`config.mk`:
```
export PLATFORM = sky130hd
export DESIGN_NAME = melody_sequencer
export DESIGN_NICKNAME = d
export VERILOG_FILES = /design/src/rtl/melody_pkg.sv /design/src/rtl/melody_note_rom.sv /design/src/rtl/melody_sequencer.sv
export SDC_FILE = /design/constraint.sdc
export NUM_CORES = 1
export LEC_CHECK = 0
export ABC_CLOCK_PERIOD_IN_PS = 4400
export BUFFER_PORTS_ARGS = -buffer_cell sky130_fd_sc_hd__buf_2
export CORE_AREA = 8 8 164 166
export CTS_CLUSTER_DIAMETER = 150
export CTS_CLUSTER_SIZE = 24
export DETAILED_ROUTE_END_ITERATION = 6
export DIE_AREA = 0 0 172 174
export HOLD_SLACK_MARGIN = 0.03
export SLEW_MARGIN = 10
export SYNTH_ARGS = -nofsm -noshare
export SYNTH_HDL_FRONTEND = slang
export SYNTH_HIERARCHICAL = 1
export SYNTH_SLANG_ARGS = --single-unit
export TNS_END_PERCENT = 5
```
`constraint.sdc`:
```
create_clock -name CLOCK_50 -period 4.4 [get_ports CLOCK_50]
set_clock_uncertainty 0.2 [all_clocks]
set_input_delay 0.44 -clock CLOCK_50 [delete_from_list [all_inputs] [get_ports CLOCK_50]]
set_output_delay 0.44 -clock CLOCK_50 [all_outputs]
set_load 0.005 [all_outputs]
```
`src/rtl/melody_pkg.sv`:
```
// Shared definitions for the melody sequencer.
// Holds the FSM state encoding, the default note-entry field widths and
// amplitude, the note half-period constants for a 50 MHz clock, and a helper
// that maps the tone phase onto a signed square-wave level.
package melody_pkg;

    localparam logic [2:0] ST_IDLE = 3'd0;
    localparam logic [2:0] ST_LOAD = 3'd1;
    localparam logic [2:0] ST_PLAY = 3'd2;
    localparam logic [2:0] ST_GAP  = 3'd3;
    localparam logic [2:0] ST_DONE = 3'd4;

    typedef enum logic [2:0] {
        S_IDLE = ST_IDLE,
        S_LOAD = ST_LOAD,
        S_PLAY = ST_PLAY,
        S_GAP  = ST_GAP,
        S_DONE = ST_DONE
    } state_t;

    // Note entry is {half_period, dur}; dur occupies the low bits
    localparam int unsigned PERIOD_W_DEF = 21;
    localparam int unsigned DUR_W_DEF    = 8;

    localparam logic [31:0] AMPLITUDE_DEF = 32'd10000000;

    // Half periods in CLOCK_50 cycles
    localparam int unsigned CLK_HZ = 50_000_000;
    localparam int unsigned HP_C4  = CLK_HZ / (2 * 262);
    localparam int unsigned HP_C5  = CLK_HZ / (2 * 523);
    localparam int unsigned HP_D5  = CLK_HZ / (2 * 587);
    localparam int unsigned HP_E5  = CLK_HZ / (2 * 659);

    // Phase 0 is the positive half of the square wave
    function automatic logic [31:0] square_level(input logic phase, input logic [31:0] amp);
        return phase ? (~amp + 32'd1) : amp;
    endfunction

endpackage

```
`src/rtl/melody_note_rom.sv`:
```
// Note table lookup: idx -> {half_period, dur}.
// Ports: idx (table index), half_period (0 = rest), dur (beats, 0 = end of song).
// SONG selects the table: 0 = on-board melody, 1 = short terminated tune,
// 2 = full-depth table without a terminator.
module melody_note_rom
    import melody_pkg::*;
#(
    parameter int unsigned IDX_W    = 4,
    parameter int unsigned PERIOD_W = PERIOD_W_DEF,
    parameter int unsigned DUR_W    = DUR_W_DEF,
    parameter int unsigned SONG     = 0
) (
    input  logic [IDX_W-1:0]    idx,
    output logic [PERIOD_W-1:0] half_period,
    output logic [DUR_W-1:0]    dur
);

    always_comb begin
        half_period = '0;
        dur         = '0;
        case (SONG)
            1: begin
                case (idx)
                    IDX_W'(0): begin half_period = PERIOD_W'(3); dur = DUR_W'(2); end
                    IDX_W'(1): begin half_period = '0;           dur = DUR_W'(1); end
                    IDX_W'(2): begin half_period = PERIOD_W'(5); dur = DUR_W'(1); end
                    default:   begin half_period = '0;           dur = '0;        end
                endcase
            end
            2: begin
                half_period = PERIOD_W'(idx) + PERIOD_W'(2);
                dur         = DUR_W'(1);
            end
            default: begin
                case (idx)
                    IDX_W'(0): begin half_period = PERIOD_W'(HP_C4); dur = DUR_W'(250); end
                    IDX_W'(1): begin half_period = PERIOD_W'(HP_C5); dur = DUR_W'(250); end
                    IDX_W'(2): begin half_period = PERIOD_W'(HP_D5); dur = DUR_W'(250); end
                    IDX_W'(3): begin half_period = PERIOD_W'(HP_E5); dur = DUR_W'(250); end
                    IDX_W'(4): begin half_period = '0;               dur = DUR_W'(125); end
                    IDX_W'(5): begin half_period = PERIOD_W'(HP_E5); dur = DUR_W'(250); end
                    IDX_W'(6): begin half_period = PERIOD_W'(HP_D5); dur = DUR_W'(250); end
                    IDX_W'(7): begin half_period = PERIOD_W'(HP_C5); dur = DUR_W'(250); end
                    default:   begin half_period = '0;               dur = '0;          end
                endcase
            end
        endcase
    end

endmodule

```
`src/rtl/melody_sequencer.sv`:
```
// Single-voice square-wave melody player feeding Audio_Controller.
// Steps through the note ROM, times each note and the silent gap after it on
// a wall-clock beat, and presents signed samples on both audio channels.
// Ports:
//   CLOCK_50, reset            clock, asynchronous active-high reset
//   start, stop, loop          song control (stop wins over start)
//   audio_out_allowed          Audio_Controller FIFO has room
//   write_audio_out            sample write strobe (combinational)
//   sample, left/right_channel_audio_out   signed 32-bit sample
//   note_idx, busy, done       current index, song active, natural-end pulse
module melody_sequencer
    import melody_pkg::*;
#(
    parameter int unsigned NUM_NOTES = 16,
    parameter int unsigned PERIOD_W  = PERIOD_W_DEF,
    parameter int unsigned DUR_W     = DUR_W_DEF,
    parameter int unsigned TICK_DIV  = 50000,
    parameter int unsigned GAP_BEATS = 10,
    parameter logic [31:0] AMPLITUDE = AMPLITUDE_DEF,
    parameter int unsigned SONG      = 0,
    localparam int unsigned IDX_W    = (NUM_NOTES > 1) ? $clog2(NUM_NOTES) : 1
) (
    input  logic               CLOCK_50,
    input  logic               reset,
    input  logic               start,
    input  logic               stop,
    input  logic               loop,
    input  logic               audio_out_allowed,
    output logic               write_audio_out,
    output logic signed [31:0] sample,
    output logic signed [31:0] left_channel_audio_out,
    output logic signed [31:0] right_channel_audio_out,
    output logic [IDX_W-1:0]   note_idx,
    output logic               busy,
    output logic               done
);

    localparam int unsigned TICK_W = (TICK_DIV > 1) ? $clog2(TICK_DIV) : 1;
    localparam int unsigned GAP_W  = (GAP_BEATS > 0) ? $clog2(GAP_BEATS + 1) : 1;

    localparam logic [IDX_W-1:0]  LAST_IDX  = IDX_W'(NUM_NOTES - 1);
    localparam logic [TICK_W-1:0] TICK_LAST = TICK_W'(TICK_DIV - 1);
    localparam logic [GAP_W-1:0]  GAP_LAST  = GAP_W'(GAP_BEATS - 1);

    state_t              state;
    logic [PERIOD_W-1:0] half_period;
    logic [DUR_W-1:0]    dur;
    logic [PERIOD_W-1:0] tone_cnt;
    logic [DUR_W-1:0]    beat_cnt;
    logic [TICK_W-1:0]   tick_cnt;
    logic [GAP_W-1:0]    gap_cnt;
    logic                phase;

    logic [PERIOD_W-1:0] rom_hp;
    logic [DUR_W-1:0]    rom_dur;

    logic                tone_wrap;
    logic                next_phase;
    logic                tick_last;
    state_t              adv_state;
    logic [IDX_W-1:0]    adv_idx;

    melody_note_rom #(
        .IDX_W    (IDX_W),
        .PERIOD_W (PERIOD_W),
        .DUR_W    (DUR_W),
        .SONG     (SONG)
    ) u_rom (
        .idx         (note_idx),
        .half_period (rom_hp),
        .dur         (rom_dur)
    );

    // Tone and beat counter terminal conditions
    always_comb begin
        tone_wrap  = (tone_cnt == (half_period - PERIOD_W'(1)));
        next_phase = phase ^ tone_wrap;
        tick_last  = (tick_cnt == TICK_LAST);
    end

    // Advance step: next index, wrap on loop, or finish at the table end
    always_comb begin
        adv_state = S_LOAD;
        adv_idx   = note_idx + IDX_W'(1);
        if (note_idx == LAST_IDX) begin
            adv_idx = '0;
            if (!loop) begin
                adv_state = S_DONE;
            end
        end
    end

    // Sequencer FSM with registered outputs
    always_ff @(posedge CLOCK_50 or posedge reset) begin
        if (reset) begin
            state       <= S_IDLE;
            half_period <= '0;
            dur         <= '0;
            tone_cnt    <= '0;
            beat_cnt    <= '0;
            tick_cnt    <= '0;
            gap_cnt     <= '0;
            phase       <= 1'b0;
            sample      <= '0;
            note_idx    <= '0;
            busy        <= 1'b0;
            done        <= 1'b0;
        end else begin
            done <= 1'b0;
            if (stop) begin
                state    <= S_IDLE;
                tone_cnt <= '0;
                beat_cnt <= '0;
                tick_cnt <= '0;
                gap_cnt  <= '0;
                phase    <= 1'b0;
                sample   <= '0;
                note_idx <= '0;
                busy     <= 1'b0;
            end else begin
                case (state)
                    S_IDLE: begin
                        sample   <= '0;
                        note_idx <= '0;
                        if (start) begin
                            state <= S_LOAD;
                            busy  <= 1'b1;
                        end
                    end
                    S_LOAD: begin
                        half_period <= rom_hp;
                        dur         <= rom_dur;
                        tone_cnt    <= '0;
                        beat_cnt    <= '0;
                        tick_cnt    <= '0;
                        gap_cnt     <= '0;
                        phase       <= 1'b0;
                        if (rom_dur == '0) begin
                            state    <= S_DONE;
                            busy     <= 1'b0;
                            done     <= 1'b1;
                            note_idx <= '0;
                            sample   <= '0;
                        end else begin
                            state  <= S_PLAY;
                            sample <= (rom_hp == '0) ? '0 : AMPLITUDE;
                        end
                    end
                    S_PLAY: begin
                        if (tone_wrap) begin
                            tone_cnt <= '0;
                        end else begin
                            tone_cnt <= tone_cnt + PERIOD_W'(1);
                        end
                        phase  <= next_phase;
                        sample <= (half_period == '0) ? '0 : square_level(next_phase, AMPLITUDE);
                        if (tick_last) begin
                            tick_cnt <= '0;
                            if (beat_cnt == (dur - DUR_W'(1))) begin
                                beat_cnt <= '0;
                                sample   <= '0;
                                if (GAP_BEATS == 0) begin
                                    state    <= adv_state;
                                    note_idx <= adv_idx;
                                    busy     <= (adv_state == S_LOAD);
                                    done     <= (adv_state == S_DONE);
                                end else begin
                                    state <= S_GAP;
                                end
                            end else begin
                                beat_cnt <= beat_cnt + DUR_W'(1);
                            end
                        end else begin
                            tick_cnt <= tick_cnt + TICK_W'(1);
                        end
                    end
                    S_GAP: begin
                        sample <= '0;
                        if (tick_last) begin
                            tick_cnt <= '0;
                            if (gap_cnt == GAP_LAST) begin
                                gap_cnt  <= '0;
                                state    <= adv_state;
                                note_idx <= adv_idx;
                                busy     <= (adv_state == S_LOAD);
                                done     <= (adv_state == S_DONE);
                            end else begin
                                gap_cnt <= gap_cnt + GAP_W'(1);
                            end
                        end else begin
                            tick_cnt <= tick_cnt + TICK_W'(1);
                        end
                    end
                    S_DONE: begin
                        state    <= S_IDLE;
                        busy     <= 1'b0;
                        note_idx <= '0;
                        sample   <= '0;
                    end
                    default: begin
                        state <= S_IDLE;
                        busy  <= 1'b0;
                    end
                endcase
            end
        end
    end

    // Sequencing never waits on the FIFO; unaccepted samples are dropped
    assign write_audio_out         = audio_out_allowed & busy;
    assign left_channel_audio_out  = sample;
    assign right_channel_audio_out = sample;

endmodule

```
==> results of run 1 <==
==> critical path: cells and delay by family (launching register included) <==
family | cells | cell delay [ns]
AOI/OAI and AO/OA | 3 | 0.88
and+or+nand+nor | 5 | 2.42
DFF | 1 | 0.43
==> placed cells by master, fill, tap and decap left out, types with 18 or more instances in the layout <==
cell and instances:
nor2_1 50, dfrtp_1 91, nand3_1 36, buf_2 87, nand2_1 68, conb_1 26, inv_1 18, a21oi_1 30
and3_1 22, xnor2_1 24, nand4_1 20, nor3_1 20, mux2_2 26, o21ai_0 57
==> Yosys cell counts (all sizes together) (3+ instances only) <==
cell type,n
ha,15
clkbuf,25
dfrtp,91
a211oi,4
o31ai,6
or2,6
nand2,68
inv,19
nand4,20
xnor2,24
nor3,21
a31oi,7
mux2i,9
buf,119
xor2,13
nor4b,5
and3,22
nand2b,14
nor2,52
and2,5
o21ai,58
or4,6
a21boi,3
o211ai,3
nor3b,7
or3,8
o311ai,7
a21oi,30
mux2,26
nor2b,3
nand3,36
nor4,14
o41ai,5
==> power breakdown <==
group / switching, uW / internal [uW]
Combinational: 511 / 373
Clock: 333 / 453
Sequential: 182 / 943
Total: 1030 / 1770
==> cells by family (layout without fill, tap and decap cells) <==
family          after synthesis  count (layout)  synth area share, %
other cells                   2              26               0.1128
simple gates                297             297                23.27
buf+inv                     163             132                15.81
xor+xnor                     37              37                4.868
fa+ha+maj                    15              15                2.820
mux                          35              35                5.752
flops                        91              91                34.21
compound gates              142             142                13.16
==> flip-flops by register name (all words and copies together) (netlist names), 4 cells and up <==
| register | count |
|---|---|
| beat_cnt | 8 |
| half_period | 21 |
| note_idx | 4 |
| gap_cnt | 4 |
| tick_cnt | 16 |
| tone_cnt | 21 |
| dur | 8 |
==> worst max path at each step <==
stage / from / end / slack (ns) / depth (start not counted)
6_report: half_period[0] / tone_cnt[12] / 0.31 / 8
4_1_cts: half_period[0] / tone_cnt[12] / 0.14 / 11
3_5_place_dp: half_period[0] / tone_cnt[11] / 0.24 / 8
5_1_grt: half_period[0] / tone_cnt[12] / 0.08 / 11
3_3_place_gp: half_period[0] / tone_cnt[12] / 0.36 / 8
2_1_floorplan: half_period[2] / tone_cnt[17] / 0.85 / 11
==> metal layers <==
layer | wire, um | track usage [%] | part of all wire, % | vias to the layer above
met4 | 267 | 3.342 | 1.7 | 0
met2 | 7651 | 17.34 | 49 | 96
met3 | 528 | 2.110 | 3.4 | 16
met5 | 0 | 0 | 0 | -
li1 | - | - | - | 2618
met1 | 7051 | 13.45 | 45 | 2514
==> final cells by class <==
type                            count  share of cell area (%)
Clock inverter                      4                  0.7318
Multi-Input combinational cell    552                   48.97
Sequential cell                    91                   32.48
Timing Repair Buffer               98                   7.425
Inverter                           19                   1.035
Tap cell                          330                   5.890
Clock buffer                       11                   3.462
==> what timing repair did <==
item | CTS | global route
endpoints found under the hold margin | 36 | 0
hold buffers | 1 | 0
setup endpoints to repair | 0 | 7
gates resized for setup | 0 | 1
==> stage by stage <==
stage                     worst slack, ns  util (%)  total power, uW  cells  instance area (um2)
after floorplan                    0.8476         -             1869    806                 6746
after global placement             0.3638     27.30             2011   1089                 6695
after detailed placement           0.2395     27.30             2024   1089                 6695
after CTS                          0.1439     28.54             2818   1105                 6999
after global routing              0.07605     28.58             2988   1105                 7010
final                              0.3071     28.58             2795   1105                 7010
==> summary.md, run 1 <==
| Metric | Value |
|---|---|
| CP max stage delay | roughly 0.66 ns |
| Routed Antenna Nets | 0 |
| Clock transition at path regs | 0.07 ns |
| Worst slew pin tran | about 1.1 ns |
| Largest net degree at the start of global routing | 56 |
| Starting Density | between 20% and 30% |
| Share of the synthesized area in the top cell type | 34.21% |
| CP max FO | 17 |
| Critical-path cell list | or4_1, or4_4, or4_1, a2111oi_0, and4b_1, o2111ai_4, nand2_1, o311ai_0 |
| Run status | complete, no violations |
| # fillers | about 2,700 |
| R2R Setup Slk | around 0.31 ns |
| Iter 0 DRT Violations | approximately 290 |
| Clk_lat worst skew | 0.35 ns |
| Asr flop ratio synth | 100.0% |
| Maximum VDD drop | 237.2 uV |
| Clock Path Buffers | 2 |
| Worst Hold Class | in -> reg |
| Setup crit start kind | flip-flop |
| Area grow syn2layout | 5.319% |
| Final wirelength | around 15,000 um |
| Yosys warnings | 6 |
| Sequential cell area | around 2300 um2 |
| # setup viols final | 0 |
| Synth Instances | 782 |
| Die X | approximately 170 um |
| Worst Path Required | 4.39 ns |
| GP Congestion | 0.8197 |
| TritonRoute pass-1 iters | 5 |
| Gr ovfl total | 0 |
| Root Buffer | clkbuf_16 |
| Crit path DAT | 4.08 ns |
| Post-CTS setup buffer count | 0 |
| Fin. Hold Viols | 0 |
| Crit Reg-Reg Endpoint | tone_cnt[12] |
| Worst hold margin | 0.1989 ns |
| Vias in the first global route | ~5,000 |
| Worst Setup Path Type | reg -> reg |
| Sequential area share after synthesis | approximately 34% |
| Dominant cells by area after synthesis | dfrtp_1 (34%), buf_4 (12%), mux2_2 (4.4%), o21ai_0 (4.3%), nand2_1 (3.8%) |
| Post-DP HPWL | roughly 11,000 um |
| First-pass GRT wire length | about 26,000 um |
| Relative slew margins | around 30% |
| Initial antenna violation count | 0 |
| Die Height | 174 um |
| Ant diodes | 0 |
| Avg WL per Cell | 14.03 um |
| Boundary pin count | between 100 and 150 |
| CTS Buf Count | 9 |
| # port buffers | 87 |
| Hold depth | 2 |
| RR Startpoint | half_period[0] |
| Total Routing Usage GR | 10.50% |
| CP max-delay cell | or4_1 |
| Max_cap viols | 0 |
| Final nets | between 700 and 800 |
| Final Cycle Share | between 90% and 100% |
| Multi-input logic area | between 3000 and 4000 um2 |
| Depth of the most critical reg-to-reg path | 8 |
| DRC viols | 0 |
| CTS tree | built |
| Cell Rows | 58 |
| Vias after detailed routing | about 5,200 |
| Synthesized area | around 6700 um2 |
| Max Clock Freq | approximately 240 MHz |
| Routed vias/inst | ~4.7 |
| Area of the die | approximately 30,000 um2 |
| CP dominant cell by count | or4_1 |
| Post-layout min period | 4.093 ns |
| Number of distinct library cells after synthesis | around 60 |
| Setup TNS | 0 ns |
| Leakage | 0.003000 uW |
| Area leader, netlist | dfrtp_1 |
| Hold Crit Start | stop |
| Mean Syn Cell Area | roughly 8.5 um2 |
| Hold Path Sink | tick_cnt[2] |
| Core ar. | 24,530 um2 |
| CP Capture Type | flip-flop |
| Share of layout cells above drive strength 1 | 19.35% |
| Ys flop type | dfrtp_1 |
| CTS H-tree depth | 3 |
| Pwr/cell area | about 400 nW/um2 |
| Fin. max-slew vios | 0 |
| Flops & latches, synth | between 90 and 100 |
| Clk sinks | 91 |
| Post-synth EDFFs | 0 |
| Unrepaired setup endpoints after global routing | false |
No activity file was read; power rests on OpenSTA's default activity.
==> run 2, diff against run 1 <==
--- a/config.mk
+++ b/config.mk
@@ -5,13 +5,14 @@
 export SDC_FILE = /design/constraint.sdc
 export NUM_CORES = 1
 export LEC_CHECK = 0
+export ABC_AREA = 1
 export ABC_CLOCK_PERIOD_IN_PS = 4400
 export BUFFER_PORTS_ARGS = -buffer_cell sky130_fd_sc_hd__buf_2
-export CORE_AREA = 8 8 164 166
+export CORE_AREA = 8 8 169 171
 export CTS_CLUSTER_DIAMETER = 150
 export CTS_CLUSTER_SIZE = 24
 export DETAILED_ROUTE_END_ITERATION = 6
-export DIE_AREA = 0 0 172 174
+export DIE_AREA = 0 0 177 179
 export HOLD_SLACK_MARGIN = 0.03
 export SLEW_MARGIN = 10
 export SYNTH_ARGS = -nofsm -noshare
==> run 2 against run 1 <==
Net effect:
- non-clock buffer count decreased by 8
- global-route usage decreased by 0.47 points
- critical path depth increased by 2
- sequential power increased by 13%
- fmax increased by 55%
- via count increased by 7.9%
- largest cell class unchanged
- combinational power increased by 81%
- first-iteration DRC count increased by 13%
==> summary.md, run 2 <==
| Metric | Value |
|---|---|
| Die X | about 180 um |
| Routed Antenna Nets | 0 |
| Area leader, netlist | dfrtp_1 |
| CTS tree | built |
| Worst Setup Path Type | reg -> reg |
| Area of the die | approximately 32,000 um2 |
| Simple-gate portion of the synthesized area | roughly 30% |
| Final Cycle Share | around three fifths |
| Crit path DAT | approximately 2.7 ns |
| Starting Density | 27.68% |
| Final nets | approximately 1,000 |
| Pwr/cell area | 499.7 nW/um2 |
| Unrepaired setup endpoints after global routing | false |
| Synthesized area | roughly 7100 um2 |
| Regs by FF count | half_period (21), tone_cnt (21), tick_cnt (16) |
| Crit path launch | note_idx[0] |
| Largest family of logic cells by synthesized area | simple AND/OR/NAND/NOR gates |
| Worst slew pin tran | 1.027 ns |
| CTS resizes | 0 |
| # setup viols final | 0 |
| CTS Hold Bufs | 0 |
| Mux cell area share after synthesis | 0% |
| CTS H-tree depth | 3 |
| Complex-gate fraction of the synthesized area | roughly 8.8% |
| Vias in the first global route | 5,159 |
| RR Startpoint | note_idx[0] |
| Mean Syn Cell Area | roughly 7.3 um2 |
| Clock Path Buffers | 2 |
| Boundary pin count | around 110 |
| Final wirelength | 16,270 um |
| Setup crit start kind | flip-flop |
| Post-layout min period | around 2.6 ns |
| Routed vias/inst | between 4 and 5 |
| Vias after detailed routing | approximately 5,700 |
| First-pass GRT wire length | about 26,000 um |
| Asr flop ratio synth | 100.0% |
| Fin. Hold Viols | 0 |
| Dominant cells by area after synthesis | dfrtp_1 (32%), buf_4 (12%), nand2_1 (11%), inv_1 (5.9%), nor2_1 (5.4%) |
| Run status | complete, no violations |
| # port buffers | 87 |
| Post-synth EDFFs | 0 |
| Avg WL per Cell | 12.34 um |
| R2R Setup Slk | between 1.5 and 2 ns |
| CP Capture Type | flip-flop |
| Crit Reg-Reg Endpoint | left_channel_audio_out[7] |
| Share of the synthesized area in the top cell type | 31.94% |
| Most common cell in the netlist | nand2_1 |
| Post-CTS setup buffer count | 0 |
| Maximum VDD drop | approximately 260 uV |
| Initial antenna violation count | 0 |
| Ys flop type | dfrtp_1 |
| Synth Instances | roughly 1,000 |
| Synth cell count leaders | nand2_1 (213), inv_1 (112), buf_4 (111), nor2_1 (103), dfrtp_1 (91) |
| Yosys warnings | 6 |
| Area grow syn2layout | 5.334% |
| Clock power share | a little under a quarter |
| Flops & latches, synth | 91 |
| Comb pwr share | a little over two fifths |
| CTS Buf Count | 9 |
| Synth Area in XOR/XNOR | under 10% |
| Gr ovfl total | 0 |
| Commonest cells after routing, fill and taps aside | nand2_1 (213), inv_1 (111), nor2_1 (103), dfrtp_1 (91), buf_2 (87) |
| Sequential Power Share | approximately a third |
| Number of distinct library cells after synthesis | 50 |
| Max_cap viols | 0 |
| Largest net degree at the start of global routing | 73 |
| CP max FO | 11 |
| Final core utilization | 29.15% |
| Pint | about 2100 uW |
| Fin. max-slew vios | 0 |
| TritonRoute pass-1 iters | 5 |
| Commonest non-fill, non-tap cell in the layout | nand2_1 |
| Iter 0 DRT Violations | 321 |
| Clock transition at path regs | approximately 0.070 ns |
| Core ar. | about 26,000 um2 |
| Die Height | between 150 and 200 um |
| Clk_lat worst skew | between 0.3 and 0.4 ns |
| CP max stage delay | roughly 0.6 ns |
| Post-DP HPWL | 12,580 um |
| Cell Rows | roughly 60 |
| GP Congestion | between 0.8 and 0.9 |
| Critical-path cell list | inv_1, ha_1, nor2_1, nor2_1, or2_2, nor4_1, nand4_1, nand3_1, a21oi_1, nand2b_1 |
| Total Routing Usage GR | approximately a tenth |
| Worst Hold Class | in -> async |
| Worst Path Required | 4.44 ns |
| Share of layout cells above drive strength 1 | a little under a fifth |
| DRC viols | 0 |
| Ant diodes | 0 |
| Depth of the most critical reg-to-reg path | 10 |
| Switch Pwr | ~1600 uW |
| Setup TNS | 0 ns |
| Sw Ratio | a little over two fifths |
| Leakage | roughly 0.0036 uW |
| Root Buffer | clkbuf_16 |
| CP dominant cell by count | nor2_1 |
| CP max-delay cell | dfrtp_1 |
| CP endpoint | left_channel_audio_out[7] |
| Post-Synth Adder-Cell Area | 2.632% |
| Max Clock Freq | roughly 380 MHz |
| Sequential area share after synthesis | a little under a third |
| Clk sinks | between 90 and 100 |
| Relative slew margins | 31.53% |
run 2: power groups by stage:
stage / combinational [uW] / sequential (uW) / clock (uW)
after CTS: 1610 / 1260 / 913
after detailed placement: 1600 / 1280 / 0
final: 1600 / 1260 / 895
after floorplan: 1400 / 1210 / 0
after global routing: 1840 / 1300 / 951
after global placement: 1590 / 1270 / 0
run 2: layout make-up:
class | instances | area, um2
fill | 2779 | 18250
tap | 335 | 419.2
timing repair buffer | 90 | 457.9
sequential | 91 | 2277
inverter | 121 | 459.2
multi-input combinational | 667 | 3560
clock buffer | 9 | 225.2
clock inverter | 6 | 112.6
run 2: worst min path at each step:
stage                from             end  slack (ns)  cells after the start
6_report            reset          dur[5]        0.10                      2
5_1_grt             reset          dur[5]        0.20                      2
4_1_cts             reset  half_period[0]        0.15                      2
3_5_place_dp   gap_cnt[2]      gap_cnt[2]        0.28                      1
3_3_place_gp   gap_cnt[2]      gap_cnt[2]        0.28                      1
2_1_floorplan  gap_cnt[2]      gap_cnt[2]        0.25                      1
run 2: cells by family after synthesis:
group / after synthesis
AND/OR/NAND/NOR: 466
buffers and inverters: 248
AO/OA/AOI/OAI: 106
flip-flops: 91
XOR/XNOR: 54
adder cells (fa/ha/maj): 15
other: 2
run 2: metal layers:
layer / vias up / global-route usage, % / routed length (um)
met1: 2567 / 13.39 / 7756
met2: 102 / 16.28 / 7759
li1: 2975 / - / -
met3: 13 / 2.675 / 633
met5: - / 0 / 0
met4: 0 / 1.541 / 125
run 2: worst max-delay path, delay by kind of cell, from the launching register on:
kind	cells	cell delay (ns)
AO/OA/AOI/OAI	1	0.09
adder cells (fa/ha/maj)	1	0.34
buffers and inverters	1	0.16
flip-flops	1	0.60
AND/OR/NAND/NOR	7	1.16
run 2: through the flow:
stage | area, um2 | instances | total power (uW) | setup slack [ns] | hold WS (ns)
3_3_place_gp | 7173 | 1304 | 2862 | 1.763 | 0.2792
6_report | 7511 | 1319 | 3754 | 1.758 | 0.1026
2_1_floorplan | 7221 | 1006 | 2603 | 1.396 | 0.2481
3_5_place_dp | 7173 | 1304 | 2877 | 1.752 | 0.2845
4_1_cts | 7511 | 1319 | 3789 | 1.733 | 0.1540
5_1_grt | 7511 | 1319 | 4087 | 1.485 | 0.1968
